`config.mk`:
```
export PLATFORM = sky130hd
export DESIGN_NAME = datapath_v1_flat
export DESIGN_NICKNAME = d
export VERILOG_FILES = /design/src/rtl/datapath_v1_if.sv /design/src/rtl/datapath_v1.sv /design/src/flat_wrapper.sv
export SDC_FILE = /design/constraint.sdc
export NUM_CORES = 1
export LEC_CHECK = 0
export BUFFER_PORTS_ARGS = -buffer_cell sky130_fd_sc_hd__buf_2
export CORE_MARGIN = 2
export CORE_UTILIZATION = 51
export CTS_CLUSTER_DIAMETER = 100
export DETAILED_ROUTE_END_ITERATION = 6
export PLACE_DENSITY_LB_ADDON = 0.05
export SYNTH_ARGS = -nofsm -noshare
export SYNTH_HDL_FRONTEND = slang
export SYNTH_SLANG_ARGS = --single-unit
```
`constraint.sdc`:
```
create_clock -name clk -period 9.9 [get_ports clk]
set_input_delay 1.485 -clock clk [delete_from_list [all_inputs] [get_ports clk]]
set_output_delay 1.485 -clock clk [all_outputs]
set_load 0.005 [all_outputs]
```
`src/rtl/datapath_v1_if.sv`:
```
// datapath_v1_if: control/status bundle between the accumulator-CPU
// controller (master) and the datapath (slave).
//   master drives : instr, LoadIR, IncPC, SelPC, LoadPC, LoadReg, LoadAcc,
//                   SelAcc, SelALU
//   master reads  : pc, op, z, c, acc_out
// Handshake: there is no valid/ready pair. Every strobe is a single-cycle
// command sampled at the rising clock edge, and every status output is a
// registered value that is stable between edges.
interface datapath_v1_if #(
  parameter int DW = 4,
  parameter int AW = 8
);
  logic [7:0]    instr;
  logic          LoadIR;
  logic          IncPC;
  logic          SelPC;
  logic          LoadPC;
  logic          LoadReg;
  logic          LoadAcc;
  logic [1:0]    SelAcc;
  logic [3:0]    SelALU;
  logic [AW-1:0] pc;
  logic [3:0]    op;
  logic          z;
  logic          c;
  logic [DW-1:0] acc_out;

  modport master (
    output instr, LoadIR, IncPC, SelPC, LoadPC, LoadReg, LoadAcc, SelAcc, SelALU,
    input  pc, op, z, c, acc_out
  );

  modport slave (
    input  instr, LoadIR, IncPC, SelPC, LoadPC, LoadReg, LoadAcc, SelAcc, SelALU,
    output pc, op, z, c, acc_out
  );
endinterface

```
`src/rtl/datapath_v1.sv`:
```
// datapath_v1: register-transfer datapath of the 4-bit accumulator CPU.
// Holds PC, IR, ACC, a 16-entry register file, the ALU and the Z/C flags.
// Ports:
//   clk  - sole clock, all state changes on posedge
//   CLB  - asynchronous active-low reset
//   bus  - datapath_v1_if.slave: controller strobes in; pc/op/z/c/acc_out out
// Optional feature: define DP_R0_ZERO_EN to hardwire R[0] to zero
// (writes to R0 are dropped, reads of R0 return 0).
// No FSM lives here; the sequencing is done by the controller.
module datapath_v1 #(
  parameter int DW = 4,
  parameter int AW = 8
) (
  input  logic        clk,
  input  logic        CLB,
  datapath_v1_if.slave bus
);

  logic [AW-1:0] r_pc;
  logic [7:0]    r_ir;
  logic [DW-1:0] r_acc;
  logic [DW-1:0] r_regs [16];
  logic          r_z;
  logic          r_c;

  logic [3:0]    w_operand;
  logic [3:0]    w_op;
  logic [DW-1:0] w_rb;
  logic [DW:0]   w_sum;
  logic [DW:0]   w_diff;
  logic [DW-1:0] w_alu_res;
  logic          w_alu_c;
  logic          w_alu_cw;
  logic          w_acc_we;
  logic [DW-1:0] w_acc_nxt;
  logic          w_take;
  logic [AW-1:0] w_pc_inc;
  logic [AW-1:0] w_pc_tgt;
  logic          w_reg_we;

  assign w_operand = r_ir[3:0];
  assign w_op      = r_ir[7:4];

  // Register-file read port, shared by ALU operand B, MOVR and indirect jumps.
`ifdef DP_R0_ZERO_EN
  assign w_rb     = (w_operand == 4'd0) ? '0 : r_regs[w_operand];
  assign w_reg_we = bus.LoadReg && (w_operand != 4'd0);
`else
  assign w_rb     = r_regs[w_operand];
  assign w_reg_we = bus.LoadReg;
`endif

  // Extra top bit of the difference is the borrow (set iff A < B).
  assign w_sum  = {1'b0, r_acc} + {1'b0, w_rb};
  assign w_diff = {1'b0, r_acc} - {1'b0, w_rb};

  always_comb begin
    w_alu_res = r_acc;
    w_alu_c   = r_c;
    w_alu_cw  = 1'b0;
    case (bus.SelALU)
      4'b0001: begin w_alu_res = w_sum[DW-1:0];  w_alu_c = w_sum[DW];  w_alu_cw = 1'b1; end
      4'b0010: begin w_alu_res = w_diff[DW-1:0]; w_alu_c = w_diff[DW]; w_alu_cw = 1'b1; end
      4'b0011: begin w_alu_res = ~(r_acc | w_rb); w_alu_c = 1'b0;      w_alu_cw = 1'b1; end
      4'b1011: begin w_alu_res = r_acc << 1;      w_alu_c = r_acc[DW-1]; w_alu_cw = 1'b1; end
      4'b1100: begin w_alu_res = r_acc >> 1;      w_alu_c = r_acc[0];  w_alu_cw = 1'b1; end
      default: ;
    endcase
  end

  // SelAcc=01 is reserved: it behaves like no write at all (ACC and flags hold).
  assign w_acc_we = bus.LoadAcc && (bus.SelAcc != 2'b01);

  always_comb begin
    w_acc_nxt = r_acc;
    case (bus.SelAcc)
      2'b00:   w_acc_nxt = w_alu_res;
      2'b10:   w_acc_nxt = w_rb;
      2'b11:   w_acc_nxt = DW'(w_operand);
      default: w_acc_nxt = r_acc;
    endcase
  end

  // Jump condition is decoded from the latched opcode, not from SelALU.
  always_comb begin
    w_take = 1'b0;
    case (w_op)
      4'b0110, 4'b0111: w_take = r_z;
      4'b1000, 4'b1010: w_take = r_c;
      default:          w_take = 1'b0;
    endcase
  end

  assign w_pc_inc = r_pc + AW'(1);
  assign w_pc_tgt = bus.SelPC ? AW'(w_rb) : AW'(w_operand);

  always_ff @(posedge clk or negedge CLB) begin
    if (!CLB) begin
      r_pc  <= '0;
      r_ir  <= 8'h00;
      r_acc <= '0;
      r_z   <= 1'b0;
      r_c   <= 1'b0;
      for (int i = 0; i < 16; i++) r_regs[i] <= '0;
    end else begin
      if (bus.LoadIR) r_ir <= bus.instr;

      // LoadPC wins over IncPC; an untaken conditional jump still advances.
      if (bus.LoadPC)     r_pc <= w_take ? w_pc_tgt : w_pc_inc;
      else if (bus.IncPC) r_pc <= w_pc_inc;

      if (w_acc_we) begin
        r_acc <= w_acc_nxt;
        r_z   <= (w_acc_nxt == '0);
        if ((bus.SelAcc == 2'b00) && w_alu_cw) r_c <= w_alu_c;
      end

      // Stores the pre-edge ACC even when ACC is written in the same cycle.
      if (w_reg_we) r_regs[w_operand] <= r_acc;
    end
  end

  assign bus.pc      = r_pc;
  assign bus.op      = w_op;
  assign bus.z       = r_z;
  assign bus.c       = r_c;
  assign bus.acc_out = r_acc;

endmodule

```
`src/flat_wrapper.sv`:
```
// flat-port wrapper written by rule: the top's interface ports become plain ports
module datapath_v1_flat 
#(
  parameter int DW = 4,
  parameter int AW = 8
)
  (clk, CLB, bus_instr, bus_LoadIR, bus_IncPC, bus_SelPC, bus_LoadPC, bus_LoadReg, bus_LoadAcc, bus_SelAcc, bus_SelALU, bus_pc, bus_op, bus_z, bus_c, bus_acc_out);
  datapath_v1_if #(.DW(DW), .AW(AW)) bus_i ();
  input  logic clk;
  input  logic CLB;
  input wire logic [$bits(bus_i.instr)-1:0] bus_instr;
  input wire logic [$bits(bus_i.LoadIR)-1:0] bus_LoadIR;
  input wire logic [$bits(bus_i.IncPC)-1:0] bus_IncPC;
  input wire logic [$bits(bus_i.SelPC)-1:0] bus_SelPC;
  input wire logic [$bits(bus_i.LoadPC)-1:0] bus_LoadPC;
  input wire logic [$bits(bus_i.LoadReg)-1:0] bus_LoadReg;
  input wire logic [$bits(bus_i.LoadAcc)-1:0] bus_LoadAcc;
  input wire logic [$bits(bus_i.SelAcc)-1:0] bus_SelAcc;
  input wire logic [$bits(bus_i.SelALU)-1:0] bus_SelALU;
  output wire logic [$bits(bus_i.pc)-1:0] bus_pc;
  output wire logic [$bits(bus_i.op)-1:0] bus_op;
  output wire logic [$bits(bus_i.z)-1:0] bus_z;
  output wire logic [$bits(bus_i.c)-1:0] bus_c;
  output wire logic [$bits(bus_i.acc_out)-1:0] bus_acc_out;
  assign bus_i.instr = bus_instr;
  assign bus_i.LoadIR = bus_LoadIR;
  assign bus_i.IncPC = bus_IncPC;
  assign bus_i.SelPC = bus_SelPC;
  assign bus_i.LoadPC = bus_LoadPC;
  assign bus_i.LoadReg = bus_LoadReg;
  assign bus_i.LoadAcc = bus_LoadAcc;
  assign bus_i.SelAcc = bus_SelAcc;
  assign bus_i.SelALU = bus_SelALU;
  assign bus_pc = bus_i.pc;
  assign bus_op = bus_i.op;
  assign bus_z = bus_i.z;
  assign bus_c = bus_i.c;
  assign bus_acc_out = bus_i.acc_out;
  datapath_v1 #(.DW(DW), .AW(AW)) u_core (.clk(clk), .CLB(CLB), .bus(bus_i));
endmodule
```
==> results of run 1 <==
flip-flops by register name (all words and copies together) (netlist names):
register / count
u_core.r_regs: 64
u_core.bus.pc: 8
u_core.r_ir: 8
u_core.bus.acc_out: 4
u_core.bus.c: 1
u_core.bus.z: 1
worst max path at each step:
stage	startpoint	endpoint	slack (ns)	cells past startpoint
after floorplan	u_core.r_ir[0]$_DFFE_PN0P_	u_core.bus.acc_out[1]$_DFFE_PN0P_	6.73	16
after global placement	u_core.r_ir[0]$_DFFE_PN0P_	u_core.bus.acc_out[1]$_DFFE_PN0P_	6.06	10
after detailed placement	u_core.r_ir[0]$_DFFE_PN0P_	u_core.bus.acc_out[1]$_DFFE_PN0P_	5.89	13
after CTS	u_core.r_ir[0]$_DFFE_PN0P_	u_core.bus.acc_out[1]$_DFFE_PN0P_	5.87	13
after global routing	u_core.r_ir[0]$_DFFE_PN0P_	u_core.bus.z$_DFFE_PN0P_	5.54	13
final	u_core.r_ir[0]$_DFFE_PN0P_	u_core.bus.acc_out[1]$_DFFE_PN0P_	5.87	13
Yosys cell counts (all sizes together), types with 4 or more instances:
cell type  number
inv            12
or3             4
nand2b          7
nor2b           8
a22o            4
nor3            4
nand2          47
o221ai          4
nand3          10
mux2           54
buf            14
nand4           4
dfrtp          86
nor3b           5
o21ai          40
mux2i           7
mux4           12
o22ai           4
a21oi           9
ha             13
xor2            5
clkbuf         15
nor2           29
kinds of logic (layout without fill, tap and decap cells):
group,Yosys count,in the layout
DFF,86,86
and+or+nand+nor,134,134
xor gates and xnor gates,8,8
AOI/OAI and AO/OA,86,86
adders and majority gates,15,15
buffers and inverters,42,69
muxes,73,73
area by class of cell:
cell class	instances	area, um^2
multi-input cells	316	2486
fillers	779	3975
inverters	13	48.80
clock inverters	5	66.31
flip-flops and latches	86	2152
clock buffers	10	137.6
repair buffers	41	212.7
well taps	129	161.4
report_power, final:
| group | switching (mW) | internal [mW] | leakage, nW | total, mW |
|---|---|---|---|---|
| Combinational | 0.208 | 0.230 | 1.19 | 0.438 |
| Clock | 0.132 | 0.125 | 0.101 | 0.257 |
| Sequential | 0.110 | 0.488 | 1.06 | 0.598 |
metrics by stage:
stage,hold WS (ns),setup WS (ns),std cells,power (mW),util [%]
floorplan,0.4416,6.728,444,0.9030,-
global placement,0.4589,6.059,585,1.030,54.77
detailed placement,0.4665,5.893,585,1.042,54.77
CTS,0.4911,5.865,600,1.302,56.98
global route,0.5070,5.541,600,1.384,56.98
finish,0.4867,5.869,600,1.293,56.98
metal layers:
metal	track usage, %	wire (um)	up-vias
met5	0	0	-
met4	9.252	198	0
met3	3.589	527	21
met2	38.46	5470	109
met1	32.81	5286	1745
li1	-	-	1647
worst max-delay path, delay by kind of cell (launching register included):
| kind | cells | cell delay [ns] |
|---|---|---|
| DFF | 1 | 1.09 |
| AOI/OAI and AO/OA | 6 | 1.07 |
| and+or+nand+nor | 4 | 1.03 |
| adders and majority gates | 2 | 0.69 |
| buffers and inverters | 1 | 0.07 |
==> flow_summary.ini, run 1 <==
[status]
status = completed

[worst_setup_path]
cp-end-kind = flop
critPathArrivalTime_ns = 4.32
r2r_slack_ns = 5.87
rr_worst_depth = 13
path_cells = nand2_1 -> o22ai_1 -> o21ai_0 -> nand2_1 -> inv_1 -> ha_1 -> fa_1 -> nor2b_1 -> o21bai_1 -> a221oi_1 -> or4_1 -> a21oi_2 -> a2bb2oi_1
required_ns = 10.18
timing.rr.start = u_core.r_ir[0]$_DFFE_PN0P_
startpoint_type = flop
critPathKind = reg -> reg
worstReg2RegEnd = u_core.bus.acc_out[1]$_DFFE_PN0P_
crit_top_cell = nand2_1
cpMaxStageDelayCell = dfrtp_1
critPathMaxStageDelay_ns = 1.09
critPathMaxFanout = 24

[clock_network]
ctsHoldBuffers = 0
clkSinkCount = 86
post_cts_buffers = 0
clk_pin_slew_ns = 0.09
h-tree-depth = 3
root_buffer = clkbuf_8
cts-resized-gates = 0
clock_latency_ns = 0.36
cts_tree = yes
cts_buffers = 9
max-clock-path-buffers = 2

[place]
port_buffers = 39
hpwl_um = 7913
gp_congestion = 0.8627
placed_area_um2 = 5061

[timing]
skew_ns = 0.01144
period_share_pct = 40.72
rsz0062_at_grt = false
max_freq_mhz = 248.1
drv_slew = 0
worstMarginPinSlew_ns = 1.117
finalSetupViolCount = 0
hold_violations = 0
fin_crit_ns = 4.031
finalSetupTns_ns = 0
timing.slew.headroom_pct = 25.54

[detailed_routing]
firstDrtPassIters = 4
drc = 0
routedWlPerCell_um = 19.14
via_per_inst = 5.870
routed_wl_um = 11480
via_count = 3522
drtAntennaViolNets = 0
drt_iter0_drc = 136

[worst_hold_path]
hold_path.class = reg -> reg
min_from = u_core.r_regs[29]$_DFFE_PN0P_
holdPathEnd = u_core.r_regs[29]$_DFFE_PN0P_
holdPathStages = 2

[finish]
final_common_cell = dfrtp_1
area_growth_pct = 8.622
final_layout_size_suffix_gt1_share_pct = 27.18
n_antenna_cell = 0
layout_common_cells = 86 x dfrtp_1, 54 x mux2_2, 47 x nand2_1
nets = 504
finalInstanceArea_um2 = 5265

[synthesis]
synth_top_area_cell = dfrtp_1
synth_cell_types = 63
synth_mux_area_share_pct = 20.21
synthAdderAreaFrac_pct = 4.182
synth-simple-area-share_pct = 13.89
synth-compound-area-share_pct = 11.56
synthXorXnorAreaFrac_pct = 1.446
ys_seq_area_share_pct = 44.40
synth_top_family_by_area = multiplexers
synth_warnings = 0
synthCells = 444
synth.top_cell.area_share_pct = 44.40
syn_area_um2 = 4847
synth-async-reset-ratio_pct = 100.0
synth.net_count = 481
yosys-top-cells-area = dfrtp_1 44%, mux2_2 13%, o21ai_0 4.0%
synth_flop_cell = dfrtp_1
yosys_register_bits = 86
syn_avg_cell_area_um2 = 10.92
synth_edf_count = 0

[floorplan]
dieArea_um2 = 10300
fp.dieH_um = 101.5
fp-row-count = 35
initial_core_util_pct = 52.46
ios = 40
die_width_um = 101.5
coreArea_um2 = 9240

[global_route]
grt_pass1_vias = 3421
antenna_found_initial = 0
grt_start_max_net_pins = 87
grt_usage_pct = 23.87
grt_pass1_wl_um = 18420
grt_remaining_overflow = 0

[pwr]
ir_drop_mv = 0.1298
p_leak_nw = 2.347
powerDensity_nw_per_um2 = 245.5

[job]
max_cap_violations = 0
(Power assumes the default switching activity.)
==> inputs of run 2 (changes only) <==
Clock period 9.9 ns to 3.8 ns, I/O delays scaled along.
==> run 2 against run 1 <==
Cell count is 1.8% higher. Clock-buffer cell count is 1 lower. Cell area is 1.3% higher. Register-to-register slack worse by 5.6 ns. Worst hold slack worse by 0.16 ns. First-iteration DRC count is 36% higher. Sequential power grew to 2.5 times the previous value. Power grew to 2.6 times the previous value. Combinational power grew to 2.8 times the previous value. Sequential share of layout area is 0.54 points lower. Utilization is 0.76 points higher. Critical endpoint is now u_core.bus.z$_DFFE_PN0P_. Largest cell class unchanged.
==> flow_summary.ini, run 2 (synthesis gave the netlist of run 1 again) <==
[status]
status = completed

[floorplan]
ios = 40
coreArea_um2 = 9240
initial_core_util_pct = 52.46
fp.dieH_um = 101.5
fp-row-count = 35
dieArea_um2 = 10300
die_width_um = 101.5

[worst_hold_path]
hold_path.class = in -> async

[global_route]
grt_pass1_vias = 3505
grt_remaining_overflow = 0
grt_usage_pct = 24.47
grt_pass1_wl_um = 18840
antenna_found_initial = 0
grt_start_max_net_pins = 68

[clock_network]
root_buffer = clkbuf_8
h-tree-depth = 3
clk_pin_slew_ns = 0.10
max-clock-path-buffers = 2
clkSinkCount = 86
ctsHoldBuffers = 0
cts-resized-gates = 0
cts_tree = yes
cts_buffers = 9
clock_latency_ns = 0.36
post_cts_buffers = 0

[place]
port_buffers = 39
placed_area_um2 = 5149
pre_cts_ws_ns = 0.2916
gp_congestion = 0.8752
dp_cells = 595
hpwl_um = 8181

[pwr]
ir_drop_mv = 0.2807
power_mw = 3.331
powerDensity_nw_per_um2 = 624.3
p_leak_nw = 2.387

[worst_setup_path]
rr_worst_depth = 11
timing.rr.start = u_core.r_ir[0]$_DFFE_PN0P_
r2r_slack_ns = 0.22
startpoint_type = flop
cp-end-kind = flop
critPathMaxFanout = 24
worstReg2RegEnd = u_core.bus.z$_DFFE_PN0P_
critPathKind = reg -> reg
critPathArrivalTime_ns = 3.84
required_ns = 4.06

[timing]
finalSetupTns_ns = 0
timing.slew.headroom_pct = 41.44
max_freq_mhz = 279.6
hold_violations = 0
skew_ns = 0.01024
worstMarginPinSlew_ns = 0.8784
setup_ws_ns = 0.2229
period_share_pct = 94.13
drv_slew = 0
finalSetupViolCount = 0
fin_crit_ns = 3.577
rsz0062_at_grt = false

[finish]
final_common_cell = dfrtp_1
fillers = 782
layout_common_cells = 86 x dfrtp_1, 54 x mux2_2, 47 x nand2_1
area_growth_pct = 10.07
finalInstanceArea_um2 = 5335
largest_reg_flops = 64
top_register = u_core.r_regs
n_antenna_cell = 0
final_layout_size_suffix_gt1_share_pct = 28.84
nets = 514
instances_no_fill = 611

[detailed_routing]
drc = 0
routed_wl_um = 11650
via_per_inst = 5.771
routedWlPerCell_um = 19.07
via_count = 3526
drt_iter0_drc = 185
firstDrtPassIters = 6
drtAntennaViolNets = 0

[job]
max_cap_violations = 0
[run 2: changes by cell type in the layout (fill, tap and decap cells not counted), sizes merged]
cell | previous run | this run
bufinv | 1 | 0
clkbuf | 10 | 9
clkinv | 2 | 6
clkinvlp | 1 | 2
buf | 41 | 51
inv | 14 | 12
[run 2: how the worst max path moves through the flow]
stage,startpoint,endpoint,slack [ns],cells past startpoint
2_1_floorplan,u_core.r_ir[0]$_DFFE_PN0P_,u_core.bus.acc_out[1]$_DFFE_PN0P_,0.63,16
3_3_place_gp,u_core.r_ir[0]$_DFFE_PN0P_,u_core.bus.acc_out[1]$_DFFE_PN0P_,0.44,11
3_5_place_dp,u_core.r_ir[3]$_DFFE_PN0P_,u_core.bus.acc_out[1]$_DFFE_PN0P_,0.29,13
4_1_cts,u_core.r_ir[0]$_DFFE_PN0P_,u_core.bus.z$_DFFE_PN0P_,0.28,11
5_1_grt,u_core.r_ir[3]$_DFFE_PN0P_,u_core.bus.z$_DFFE_PN0P_,0.02,11
6_report,u_core.r_ir[0]$_DFFE_PN0P_,u_core.bus.z$_DFFE_PN0P_,0.22,11
[run 2: layer usage]
| layer | vias up | global-route usage (%) | share of wire, % | routed length, um |
|---|---|---|---|---|
| met5 | - | 0 | 0 | 0 |
| met4 | 0 | 7.069 | 1.7 | 194 |
| met3 | 14 | 4.555 | 3.4 | 392 |
| met2 | 72 | 39.12 | 47 | 5426 |
| met1 | 1766 | 34.40 | 48 | 5640 |
| li1 | 1674 | - | - | - |
[run 2: final cells by class]
type	instances	area (um^2)	area share, %
multi-input combinational	316	2486	46.60
timing repair buffer	51	300.3	5.629
inverter	13	48.80	0.9146
tap	129	161.4	3.025
sequential	86	2152	40.34
clock inverter	7	62.56	1.173
clock buffer	9	123.9	2.322
[run 2: per-stage QoR]
stage | hold slack (ns) | utilization [%]
2_1_floorplan | 0.2744 | -
3_3_place_gp | 0.4601 | 55.72
3_5_place_dp | 0.4662 | 55.72
4_1_cts | 0.3407 | 57.74
5_1_grt | 0.3788 | 57.74
6_report | 0.3252 | 57.74
[run 2: worst max-delay path: stages (launching register included)]
cell,delay (ns)
dfrtp_1,0.38
buf_12,0.20
mux4_1,0.59
mux2_2,0.33
a21oi_1,0.34
ha_1,0.33
nor3_1,0.26
a211oi_1,0.10
xnor2_1,0.15
o221ai_1,0.16
a22o_1,0.28
o41ai_2,0.33
[run 2: report_power, final]
part           total, mW  internal, mW  switching [mW]
combinational       1.23         0.620           0.607
clock              0.602         0.245           0.358
sequential          1.50          1.27           0.230
total               3.33          2.14            1.19
==> inputs of run 3 (changes only) <==
Settings changed: CORE_ASPECT_RATIO set to 0.5.
==> run 3 against run 2 <==
Via count rose by 2.3%. Clock-buffer cell count rose by 1. Global-route usage rose by 0.55 points. Combinational power barely moved. Wire length rose by 3.4%. Worst hold slack got worse by 0.011 ns. Utilization rose by 0.067 points. Cell count fell by 1.5%. Clock power rose by 38%. Sequential share of layout area fell by 0.53 points. First-iteration DRC count rose by 48%. Largest cell class unchanged. Largest power group unchanged.
==> flow_summary.ini, run 3 (synthesis gave the netlist of run 1 again) <==
[status]
status = completed

[detailed_routing]
drtAntennaViolNets = 0
routedWlPerCell_um = 20.01
drc = 0
drt_iter0_drc = 274
routed_wl_um = 12050
via_count = 3607
firstDrtPassIters = 4
via_per_inst = 5.992

[finish]
post-route-util_pct = 57.81
final_layout_size_suffix_gt1_share_pct = 28.48
final_common_cell = dfrtp_1
instances_no_fill = 602
nets = 513
layout_common_cells = 86 x dfrtp_1, 54 x mux2_2, 47 x nand2_1
largest_reg_flops = 64
top_register = u_core.r_regs
finalInstanceArea_um2 = 5406
n_antenna_cell = 0
area_growth_pct = 11.54

[timing]
finalSetupTns_ns = 0
period_share_pct = 93.81
hold_violations = 0
timing.slew.headroom_pct = 44.92
worstMarginPinSlew_ns = 0.8262
finalHoldWorstSlack_ns = 0.3140
finalSetupViolCount = 0
rsz0062_at_grt = false
skew_ns = 0.007781
max_freq_mhz = 280.5
fin_crit_ns = 3.565
drv_slew = 0

[place]
dp_cells = 586
placed_area_um2 = 5131
gp_congestion = 0.9162
port_buffers = 39
hpwl_um = 8673

[pwr]
ir_drop_mv = 0.2411
powerDensity_nw_per_um2 = 664.6
internal_power_mw = 2.342
clockPowerShare_pct = 23.1
swShare_pct = 34.82
p_leak_nw = 2.429
power_frac_seq_pct = 42.8
pwr-share-comb_pct = 34.1
power_switching_mw = 1.251

[global_route]
grt_usage_pct = 25.03
antenna_found_initial = 0
grt_remaining_overflow = 0
grt_pass1_wl_um = 19310
grt_start_max_net_pins = 66
grt_pass1_vias = 3580

[clock_network]
root_buffer = clkbuf_16
ctsHoldBuffers = 0
h-tree-depth = 3
clock_latency_ns = 0.34
clkSinkCount = 86
cts_tree = yes
clk_pin_slew_ns = 0.06
max-clock-path-buffers = 2
cts_buffers = 9
post_cts_buffers = 0
cts-resized-gates = 0

[worst_hold_path]
hold_path.class = in -> async

[floorplan]
coreArea_um2 = 9353
fp-row-count = 25
ios = 40
dieArea_um2 = 10350
initial_core_util_pct = 51.83
fp.dieH_um = 72.94
die_width_um = 141.9

[worst_setup_path]
critPathMaxFanout = 17
critPathKind = reg -> reg
cp-end-kind = flop
required_ns = 4.04
startpoint_type = flop
critPathArrivalTime_ns = 3.81

[job]
max_cap_violations = 0
run 3: changes by cell type in the layout (fill, tap and decap cells not counted), sizes merged:
cell	previous run	this run
clkinv	6	4
buf	51	50
clkbuf	9	10
inv	12	14
clkinvlp	2	1
run 3: cell type report:
cell class                      instances  area, um^2
Clock buffer                           10       229.0
Inverter                               13       48.80
Fill cell                             807        3946
Clock inverter                          6       46.29
Sequential cell                        86        2152
Multi-Input combinational cell        316        2486
Timing Repair Buffer                   50       292.8
Tap cell                              121       151.4
run 3: through the flow:
| stage | setup WS, ns | total power [mW] |
|---|---|---|
| 6_report | 0.2352 | 3.593 |
| 5_1_grt | 0.03868 | 3.829 |
| 4_1_cts | 0.2249 | 3.616 |
| 3_5_place_dp | 0.2476 | 2.770 |
| 3_3_place_gp | 0.3468 | 2.724 |
| 2_1_floorplan | 0.6285 | 2.352 |
run 3: path summary, 6_finish.rpt:
path                                          startpoint                                end  slack (ns)  cells past startpoint
min                                                  CLB  u_core.bus.acc_out[1]$_DFFE_PN0P_        0.31                      1
max in group asynchronous                            CLB      u_core.r_regs[59]$_DFFE_PN0P_        2.64                      2
min in group clk                            bus_instr[2]         u_core.r_ir[2]$_DFFE_PN0P_        0.45                      3
min reg2reg                u_core.r_regs[28]$_DFFE_PN0P_      u_core.r_regs[28]$_DFFE_PN0P_        0.49                      2
max reg2reg                   u_core.r_ir[3]$_DFFE_PN0P_           u_core.bus.z$_DFFE_PN0P_        0.24                     10
max                           u_core.r_ir[3]$_DFFE_PN0P_           u_core.bus.z$_DFFE_PN0P_        0.24                     10
run 3: metal layers:
layer | share of wire (%) | vias to the layer above | GRT usage [%]
met4 | 1.1 | 0 | 6.444
li1 | - | 1663 | -
met3 | 4.6 | 13 | 4.659
met5 | 0 | - | 0
met1 | 47 | 1837 | 35.30
met2 | 47 | 94 | 40.72
run 3: power groups by stage:
stage / Clock, mW / Sequential, mW / Combinational [mW]
2_1_floorplan: 0 / 1.44 / 0.910
3_3_place_gp: 0 / 1.54 / 1.19
3_5_place_dp: 0 / 1.55 / 1.22
4_1_cts: 0.848 / 1.54 / 1.23
5_1_grt: 0.882 / 1.58 / 1.37
6_report: 0.830 / 1.54 / 1.22
run 3: worst max-delay path, cell delays in order (launching register included):
cell	delay, ns
dfrtp_1	0.56
buf_4	0.31
mux4_1	0.31
mux2_2	0.35
a21oi_1	0.34
ha_1	0.36
a211oi_1	0.32
xnor2_1	0.16
o221ai_1	0.15
a22o_1	0.28
o41ai_2	0.32
